<file path="config.mk">
export PLATFORM = sky130hd
export DESIGN_NAME = uart_byte_rx
export DESIGN_NICKNAME = d
export VERILOG_FILES = /design/src/rtl/uart_byte_rx.sv
export SDC_FILE = /design/constraint.sdc
export NUM_CORES = 1
export LEC_CHECK = 0
export CAP_MARGIN = 20
export CORE_AREA = 2 2 70 72
export DETAILED_ROUTE_END_ITERATION = 8
export DIE_AREA = 0 0 72 74
export PLACE_DENSITY = 0.65
export SYNTH_ARGS = -nofsm -noshare
export SYNTH_HDL_FRONTEND = slang
export SYNTH_SLANG_ARGS = --single-unit
</file>
<file path="constraint.sdc">
create_clock -name i_clk -period 2.6 [get_ports i_clk]
set_clock_uncertainty 0.1 [all_clocks]
set_input_delay 0.78 -clock i_clk [delete_from_list [all_inputs] [get_ports i_clk]]
set_output_delay 0.78 -clock i_clk [all_outputs]
set_load 0.02 [all_outputs]
</file>
<file path="src/rtl/uart_byte_rx.sv">
// UART receiver: 2-flop synchronised RX pin, mid-bit sampling, one-cycle valid/frame-error strobes.
// Optional parity checking is enabled by defining UART_RX_PARITY_EN (adds PARITY_ODD and o_uart_rx_parity_err).
module uart_byte_rx #(
    parameter int CLK_HZ       = 50_000_000,
    parameter int BIT_RATE     = 9600,
    parameter int PAYLOAD_BITS = 8,
    parameter int STOP_BITS    = 1
`ifdef UART_RX_PARITY_EN
    ,
    parameter bit PARITY_ODD   = 1'b0
`endif
) (
    input  logic                    i_clk,
    input  logic                    i_reset,
    input  logic                    i_uart_rx_en,
    input  logic                    i_uart_rxd,
    output logic [PAYLOAD_BITS-1:0] o_uart_rx_data,
    output logic                    o_uart_rx_valid,
    output logic                    o_uart_rx_frame_err,
    output logic                    o_uart_rx_busy
`ifdef UART_RX_PARITY_EN
    ,
    output logic                    o_uart_rx_parity_err
`endif
);

    // state     | meaning
    // IDLE      | line idle, waiting for a low rxd_s while enabled
    // START     | half a bit after the falling edge, confirm the start bit
    // DATA      | sample PAYLOAD_BITS data bits, LSB first
    // PARITY    | sample the parity bit (parity build only)
    // STOP      | sample STOP_BITS stop bits, then strobe valid or frame error
    // WAIT_IDLE | line stuck low after a bad stop bit, wait for it to go high

    localparam int CPB   = CLK_HZ / BIT_RATE;
    localparam int CNT_W = (CPB > 1) ? $clog2(CPB) : 1;
    localparam int BIT_W = $clog2(PAYLOAD_BITS + 1);

    localparam logic [CNT_W-1:0] HALF_LOAD = CNT_W'(CPB / 2 - 1);
    localparam logic [CNT_W-1:0] BIT_LOAD  = CNT_W'(CPB - 1);
    localparam logic [BIT_W-1:0] LAST_DATA = BIT_W'(PAYLOAD_BITS - 1);
    localparam logic [BIT_W-1:0] LAST_STOP = BIT_W'(STOP_BITS - 1);

    localparam logic [2:0] S_IDLE      = 3'd0;
    localparam logic [2:0] S_START     = 3'd1;
    localparam logic [2:0] S_DATA      = 3'd2;
    localparam logic [2:0] S_STOP      = 3'd4;
    localparam logic [2:0] S_WAIT_IDLE = 3'd5;
`ifdef UART_RX_PARITY_EN
    localparam logic [2:0] S_PARITY    = 3'd3;
`endif

    logic                    rxd_meta;
    logic                    rxd_s;
    logic [2:0]              state,      state_nxt;
    logic [CNT_W-1:0]        cnt,        cnt_nxt;
    logic [BIT_W-1:0]        bit_idx,    bit_nxt;
    logic [PAYLOAD_BITS-1:0] shreg,      shreg_nxt;
    logic                    stop_bad,   stop_bad_nxt;
    logic [PAYLOAD_BITS-1:0] data_nxt;
    logic                    valid_nxt;
    logic                    ferr_nxt;
    logic                    tick;
    logic                    stop_bad_now;
`ifdef UART_RX_PARITY_EN
    logic                    par_acc,    par_acc_nxt;
    logic                    par_bad,    par_bad_nxt;
    logic                    perr_nxt;
`endif

    always_ff @(posedge i_clk) begin
        if (i_reset) begin
            rxd_meta <= 1'b1;
            rxd_s    <= 1'b1;
        end else begin
            rxd_meta <= i_uart_rxd;
            rxd_s    <= rxd_meta;
        end
    end

    // Bit timer is a down-counter; every sample happens on its terminal count.
    assign tick         = (cnt == '0);
    assign stop_bad_now = stop_bad | ~rxd_s;

    always_comb begin
        state_nxt    = state;
        cnt_nxt      = cnt;
        bit_nxt      = bit_idx;
        shreg_nxt    = shreg;
        stop_bad_nxt = stop_bad;
        data_nxt     = o_uart_rx_data;
        valid_nxt    = 1'b0;
        ferr_nxt     = 1'b0;
`ifdef UART_RX_PARITY_EN
        par_acc_nxt  = par_acc;
        par_bad_nxt  = par_bad;
        perr_nxt     = 1'b0;
`endif
        case (state)
            S_IDLE: begin
                if (!rxd_s && i_uart_rx_en) begin
                    state_nxt    = S_START;
                    cnt_nxt      = HALF_LOAD;
                    bit_nxt      = '0;
                    stop_bad_nxt = 1'b0;
`ifdef UART_RX_PARITY_EN
                    par_acc_nxt  = 1'b0;
                    par_bad_nxt  = 1'b0;
`endif
                end
            end
            S_START: begin
                if (!tick) begin
                    cnt_nxt = cnt - CNT_W'(1);
                end else if (rxd_s) begin
                    state_nxt = S_IDLE;
                end else begin
                    state_nxt = S_DATA;
                    cnt_nxt   = BIT_LOAD;
                end
            end
            S_DATA: begin
                if (!tick) begin
                    cnt_nxt = cnt - CNT_W'(1);
                end else begin
                    cnt_nxt   = BIT_LOAD;
                    shreg_nxt = {rxd_s, shreg[PAYLOAD_BITS-1:1]};
`ifdef UART_RX_PARITY_EN
                    par_acc_nxt = par_acc ^ rxd_s;
`endif
                    if (bit_idx == LAST_DATA) begin
                        bit_nxt = '0;
`ifdef UART_RX_PARITY_EN
                        state_nxt = S_PARITY;
`else
                        state_nxt = S_STOP;
`endif
                    end else begin
                        bit_nxt = bit_idx + BIT_W'(1);
                    end
                end
            end
`ifdef UART_RX_PARITY_EN
            S_PARITY: begin
                if (!tick) begin
                    cnt_nxt = cnt - CNT_W'(1);
                end else begin
                    cnt_nxt     = BIT_LOAD;
                    par_bad_nxt = ((par_acc ^ rxd_s) != PARITY_ODD);
                    state_nxt   = S_STOP;
                end
            end
`endif
            S_STOP: begin
                if (!tick) begin
                    cnt_nxt = cnt - CNT_W'(1);
                end else if (bit_idx != LAST_STOP) begin
                    cnt_nxt      = BIT_LOAD;
                    bit_nxt      = bit_idx + BIT_W'(1);
                    stop_bad_nxt = stop_bad_now;
                end else if (stop_bad_now) begin
                    ferr_nxt  = 1'b1;
                    state_nxt = S_WAIT_IDLE;
                end else begin
                    // Back to IDLE mid-stop-bit so an immediately following start bit is caught.
                    state_nxt = S_IDLE;
`ifdef UART_RX_PARITY_EN
                    if (par_bad) begin
                        perr_nxt = 1'b1;
                    end else begin
                        valid_nxt = 1'b1;
                        data_nxt  = shreg;
                    end
`else
                    valid_nxt = 1'b1;
                    data_nxt  = shreg;
`endif
                end
            end
            S_WAIT_IDLE: begin
                if (rxd_s) begin
                    state_nxt = S_IDLE;
                end
            end
            default: begin
                state_nxt = S_IDLE;
            end
        endcase
    end

    always_ff @(posedge i_clk) begin
        if (i_reset) begin
            state               <= S_IDLE;
            cnt                 <= '0;
            bit_idx             <= '0;
            shreg               <= '0;
            stop_bad            <= 1'b0;
            o_uart_rx_data      <= '0;
            o_uart_rx_valid     <= 1'b0;
            o_uart_rx_frame_err <= 1'b0;
            o_uart_rx_busy      <= 1'b0;
`ifdef UART_RX_PARITY_EN
            par_acc             <= 1'b0;
            par_bad             <= 1'b0;
            o_uart_rx_parity_err <= 1'b0;
`endif
        end else begin
            state               <= state_nxt;
            cnt                 <= cnt_nxt;
            bit_idx             <= bit_nxt;
            shreg               <= shreg_nxt;
            stop_bad            <= stop_bad_nxt;
            o_uart_rx_data      <= data_nxt;
            o_uart_rx_valid     <= valid_nxt;
            o_uart_rx_frame_err <= ferr_nxt;
            o_uart_rx_busy      <= (state_nxt != S_IDLE);
`ifdef UART_RX_PARITY_EN
            par_acc             <= par_acc_nxt;
            par_bad             <= par_bad_nxt;
            o_uart_rx_parity_err <= perr_nxt;
`endif
        end
    end

endmodule

</file>
## Yosys cells after proc, flatten, opt, wreduce, memory -nomap -nowiden

Index checks and enable logic that the tools add are counted.

- Register bits after elaboration: 42
- Bits of input ports: 4
- Logic and storage cells: 74

- Add/sub/neg operators: 2
- Equal/unequal tests: 11
- Muxes and demuxes: 29
- Bitwise gates (word level): 6
- Reduce and logical (&&, ||, !) cells: 15

Operators with widths:

| cell | count |
|---|---|
| 13-bit 2-to-1 mux | 6 |
| 13-bit case mux with 4 select lines | 1 |
| 3-bit 2-to-1 mux | 8 |
| 4-bit 2-to-1 mux | 5 |
| 3-bit case mux with 5 select lines | 1 |
| 13-bit zero test | 1 |
| 13-bit by 1-bit subtractor with 13-bit output (second input constant) | 1 |
| 4-bit case mux with 3 select lines | 1 |
| 4-bit AND reduction | 3 |
| 2-bit != test (second input constant) | 4 |
| 4-bit nonzero test | 2 |
| 3-bit == test (second input constant) | 2 |
| 3-bit != test (second input constant) | 2 |
| 3-bit nonzero test | 2 |
| 1-bit 2-to-1 mux | 5 |
| 1-bit inverter | 5 |
| 5-bit AND reduction | 1 |
| 4-bit by 1-bit adder with 4-bit output (second input constant) | 1 |
| 4-bit by 3-bit == test with 1-bit output (second input constant) | 1 |
| 4-bit OR reduction | 1 |
| 3-bit by 1-bit == test with 1-bit output (second input constant) | 1 |
| 3-bit by 2-bit == test with 1-bit output (second input constant) | 1 |
| 3-bit zero test | 1 |
| 2-bit 2-to-1 mux | 1 |
| 6 further kinds | 6 |

## Logic depth before layout (Yosys ltp)

- Depth in word-level cells: 7
- Gate-level depth with buffers: 8

## Worst setup path after synthesis

OpenSTA, ideal clock, no wires.

- Path type: reg-to-reg
- From: register cnt[0]
- To: register cnt[2]
- Arrival time: 2018 ps
- Data required time: 2378 ps
- Slack: 360 ps
- Stages on the path, launching flop included: 8
- Buffers on the path: 0
- Clock period less this slack: 2240 ps
- Cell sequence: dfxtp_1 > inv_1 > ha_1 > or3b_2 > nor4b_4 > o21a_4 > nor4_1 > a311o_1

- Word-level cells in the longest chain between the ends: 3
- Elaborated cells on any way between the ends: 9
- Classes of those cells: add/sub (1); eq/ne (2); mux (4); reduce/logical (2)

RTL lines:

| item | RTL line | text |
|---|---|---|
| from (decl) | 56 | `logic [CNT_W-1:0] cnt, cnt_nxt;` |
| from (signal assigned) | 209 | `cnt <= cnt_nxt;` |
| 13-bit by 1-bit subtractor with 13-bit output / 13-bit zero test (equally long branches) | -- |  |
| 13-bit 2-to-1 mux, or another cell as far along | 155 | `if (!tick) begin` |
| 13-bit case mux with 4 select lines / 4-bit AND reduction (equally long branches) | -- |  |

Parallel ways exist; a longest one is shown, timed or not.
A chain may end at the register's enable or synchronous reset.

## Worst setup path in the final report

Same ends and word-level chain as after synthesis.

==> results.json <==
{
  "outcome": "finished, final reports clean",
  "cts_resized": 0,
  "antennaDiodeCount": 0,
  "powerDensity_mw_per_mm2": 582.3,
  "hold_violations": 0,
  "place_hpwl_mm": 3.368,
  "period_minus_slack_ps": 2448,
  "port_buffers": 14,
  "synth_top_family_by_area": "simple AND/OR/NAND/NOR gates",
  "vias": 1889,
  "fin_nets": 273,
  "drive_above_1_share_pct": 14.98,
  "dpl_cell_area_mm2": 0.002395,
  "layout-area-overhead-vs-synth_pct": 17.68,
  "start_util_pct": 46.01,
  "core_mm2": 0.004598,
  "cts_tree": "yes",
  "ant_nets": 0,
  "cts.sinks": 42,
  "syn_avg_cell_area_um2": 8.816,
  "synthMostInstantiatedCell": "dfxtp_1",
  "synth_xor_xnor_area_share_pct": 0.8279,
  "cts_max_path_buffers": 2,
  "antenna_found_initial": 0,
  "seq_area_frac_synth_pct": 39.74,
  "seqPwrFrac_pct": 46.2,
  "grt_first_pass_wirelength_mm": 7.997,
  "synth_cells": 240,
  "drv_cap": 0,
  "root_buffer": "clkbuf_8",
  "p_comb_share_pct": 22.4,
  "synth_area_leader_cell": "dfxtp_1",
  "worst_setup_path_end_kind": "flip-flop",
  "slew_violations": 0,
  "clk_latency_ps": 310,
  "grt_start_max_net_pins": 21,
  "die_h_um": 74,
  "synth_common_cells": "dfxtp_1 (42), nor2_1 (26), nand2_1 (21)",
  "die_area_mm2": 0.005328,
  "synth-adder-area-share_pct": 1.774,
  "final_util_pct": 54.15,
  "synth_top_area_share_pct": 39.74,
  "place_ws_ps": -130.3,
  "rows": 25,
  "rsz0062_at_grt": "false",
  "drt_wl_total_mm": 4.776,
  "yosysWarnings": 0,
  "place_congestion": 0.8001,
  "power.share.switching_pct": 31.58,
  "synth-simple-area-share_pct": 26.20,
  "rrSetupSlack_ps": 150,
  "power_mw": 1.450,
  "relSlewSlack_pct": 57.11,
  "numCtsBuffers": 5,
  "drc": 0,
  "detail_route.first_pass.iterations": 4,
  "synth_edf_count": 0,
  "cp.arrival_ps": 2600,
  "grt_pass1_vias": 1657,
  "fmax_mhz": 408.5,
  "worstPathRequired_ps": 2750,
  "power_frac_clock_pct": 31.4,
  "path_clk_slew_ps": 90,
  "fin_crit_sh_pct": 94.15,
  "netlist_area_mm2": 0.002116,
  "ios": 15,
  "synthFlopType": "dfxtp_1",
  "synthMuxAreaShare_pct": 7.569,
  "hp-class": "reg2reg",
  "drtIter0Drc": 119,
  "tightestPinTransition_ps": 636.7,
  "leakagePower_nw": 1.054,
  "setup_tns_ps": 0,
  "avgViaCountPerCell": 5.885,
  "setup_slack_ps": 152.0,
  "wire_per_inst_um": 14.88,
  "cts_htree_levels": 2,
  "cts_hold_buf": 0,
  "crit_type": "reg2reg",
  "ys_async_sr_fraction_pct": 0,
  "die_width_um": 72,
  "switchingPower_mw": 0.4579,
  "syn-num-nets": 247,
  "grt-ovfl-total": 0,
  "synthTopCellsByArea": "dfxtp_1 (40%), mux2i_1 (7.6%), nor2_1 (4.6%), nand2_1 (3.7%), a21oi_1 (2.6%)",
  "synth_compound_area_share_pct": 19.46,
  "internal_power_mw": 0.9919,
  "whs_path_depth": 1,
  "synth_cell_types": 50,
  "fin_area_mm2": 0.002490,
  "cp_max_fo": 8,
  "gr-usage-all-layers_pct": 19.34,
  "postCtsSetupBuffers": 0,
  "r2r_cells": 7,
  "cp-start-kind": "flip-flop",
  "ir_drop_mv": 0.3585,
  "synth-seq-cells": 42,
  "setup_violations": 0
}
[area by class of cell]
class	instances	area [um^2]
multi-input cells	178	1181
clock buffers	5	68.82
well taps	54	67.56
flip-flops and latches	42	840.8
fillers	435	2108
clock inverters	3	26.28
repair buffers	33	282.8
inverters	6	22.52
[sequential cells by signal (all words and copies together), names as in the netlist]
| register | cells |
|---|---|
| shreg | 8 |
| o_uart_rx_data | 8 |
| state | 3 |
| o_uart_rx_frame_err | 1 |
| rxd_meta | 1 |
| rxd_s | 1 |
| stop_bad | 1 |
| o_uart_rx_busy | 1 |
| o_uart_rx_valid | 1 |
| bit_idx | 4 |
| cnt | 13 |
[worst paths after layout]
kind,startpoint,endpoint
worst max register to register,cnt[0]$_SDFFE_PP0P_,cnt[2]$_SDFFE_PP0P_
worst max-delay path,cnt[0]$_SDFFE_PP0P_,cnt[2]$_SDFFE_PP0P_
worst min-delay path,rxd_meta$_SDFF_PP1_,rxd_s$_SDFF_PP1_
worst min register to register,rxd_meta$_SDFF_PP1_,rxd_s$_SDFF_PP1_
[cells in the final DEF, fill, tap and decap left out, types with 3 or more instances in the layout]
cell,n
nor4b_1,3
o211a_1,3
ha_1,3
inv_6,3
nand3_1,4
dfxtp_1,42
o31ai_1,3
nor2_1,26
nor4_1,5
or3b_2,4
nor3_1,10
o21ai_0,11
o311ai_0,3
nor3b_1,5
clkbuf_8,5
a31oi_1,3
o21a_1,3
mux2i_1,16
inv_1,6
nand2_1,21
a21oi_1,11
clkdlybuf4s50_1,14
nand2b_1,4
nand4_1,3
buf_4,19
[routing by layer]
metal  GRT usage [%]  vias to the layer above  part of all wire (%)
li1                -                      946                     -
met1           26.94                      898                    49
met2           29.63                       38                    45
met3           4.472                        7                   4.4
met4           6.918                        0                   1.5
met5               0                        -                     0
[logic make-up (layout without fill, tap and decap cells)]
logic type / after synthesis / in the layout
AOI/OAI and AO/OA: 57 / 57
xor gates and xnor gates: 2 / 2
buffers and inverters: 20 / 47
DFF: 42 / 42
adders and majority gates: 3 / 3
muxes: 16 / 16
and+or+nand+nor: 100 / 100
[through the flow]
| stage | instances | hold slack, ps |
|---|---|---|
| floorplan | 240 | 289.5 |
| global placement | 313 | 294.3 |
| detailed placement | 313 | 311.3 |
| CTS | 321 | 327.8 |
| global route | 321 | 332.3 |
| finish | 321 | 322.1 |
[critical path, cell delays in order (launching register included)]
cell and delay, ps:
dfxtp_1 330, inv_1 90, ha_1 170, or3b_2 530, nor4b_4 440, o21ai_0 290, nand2_2 250, a311o_1 190
[power by group through the flow]
stage	logic, mW	clock network [mW]	registers [mW]
CTS	0.321	0.472	0.669
detailed placement	0.319	0	0.684
global placement	0.322	0	0.684
floorplan	0.207	0	0.679
finish	0.325	0.456	0.669
global route	0.356	0.505	0.672
Note: power is estimated with default switching activity, not from simulation.
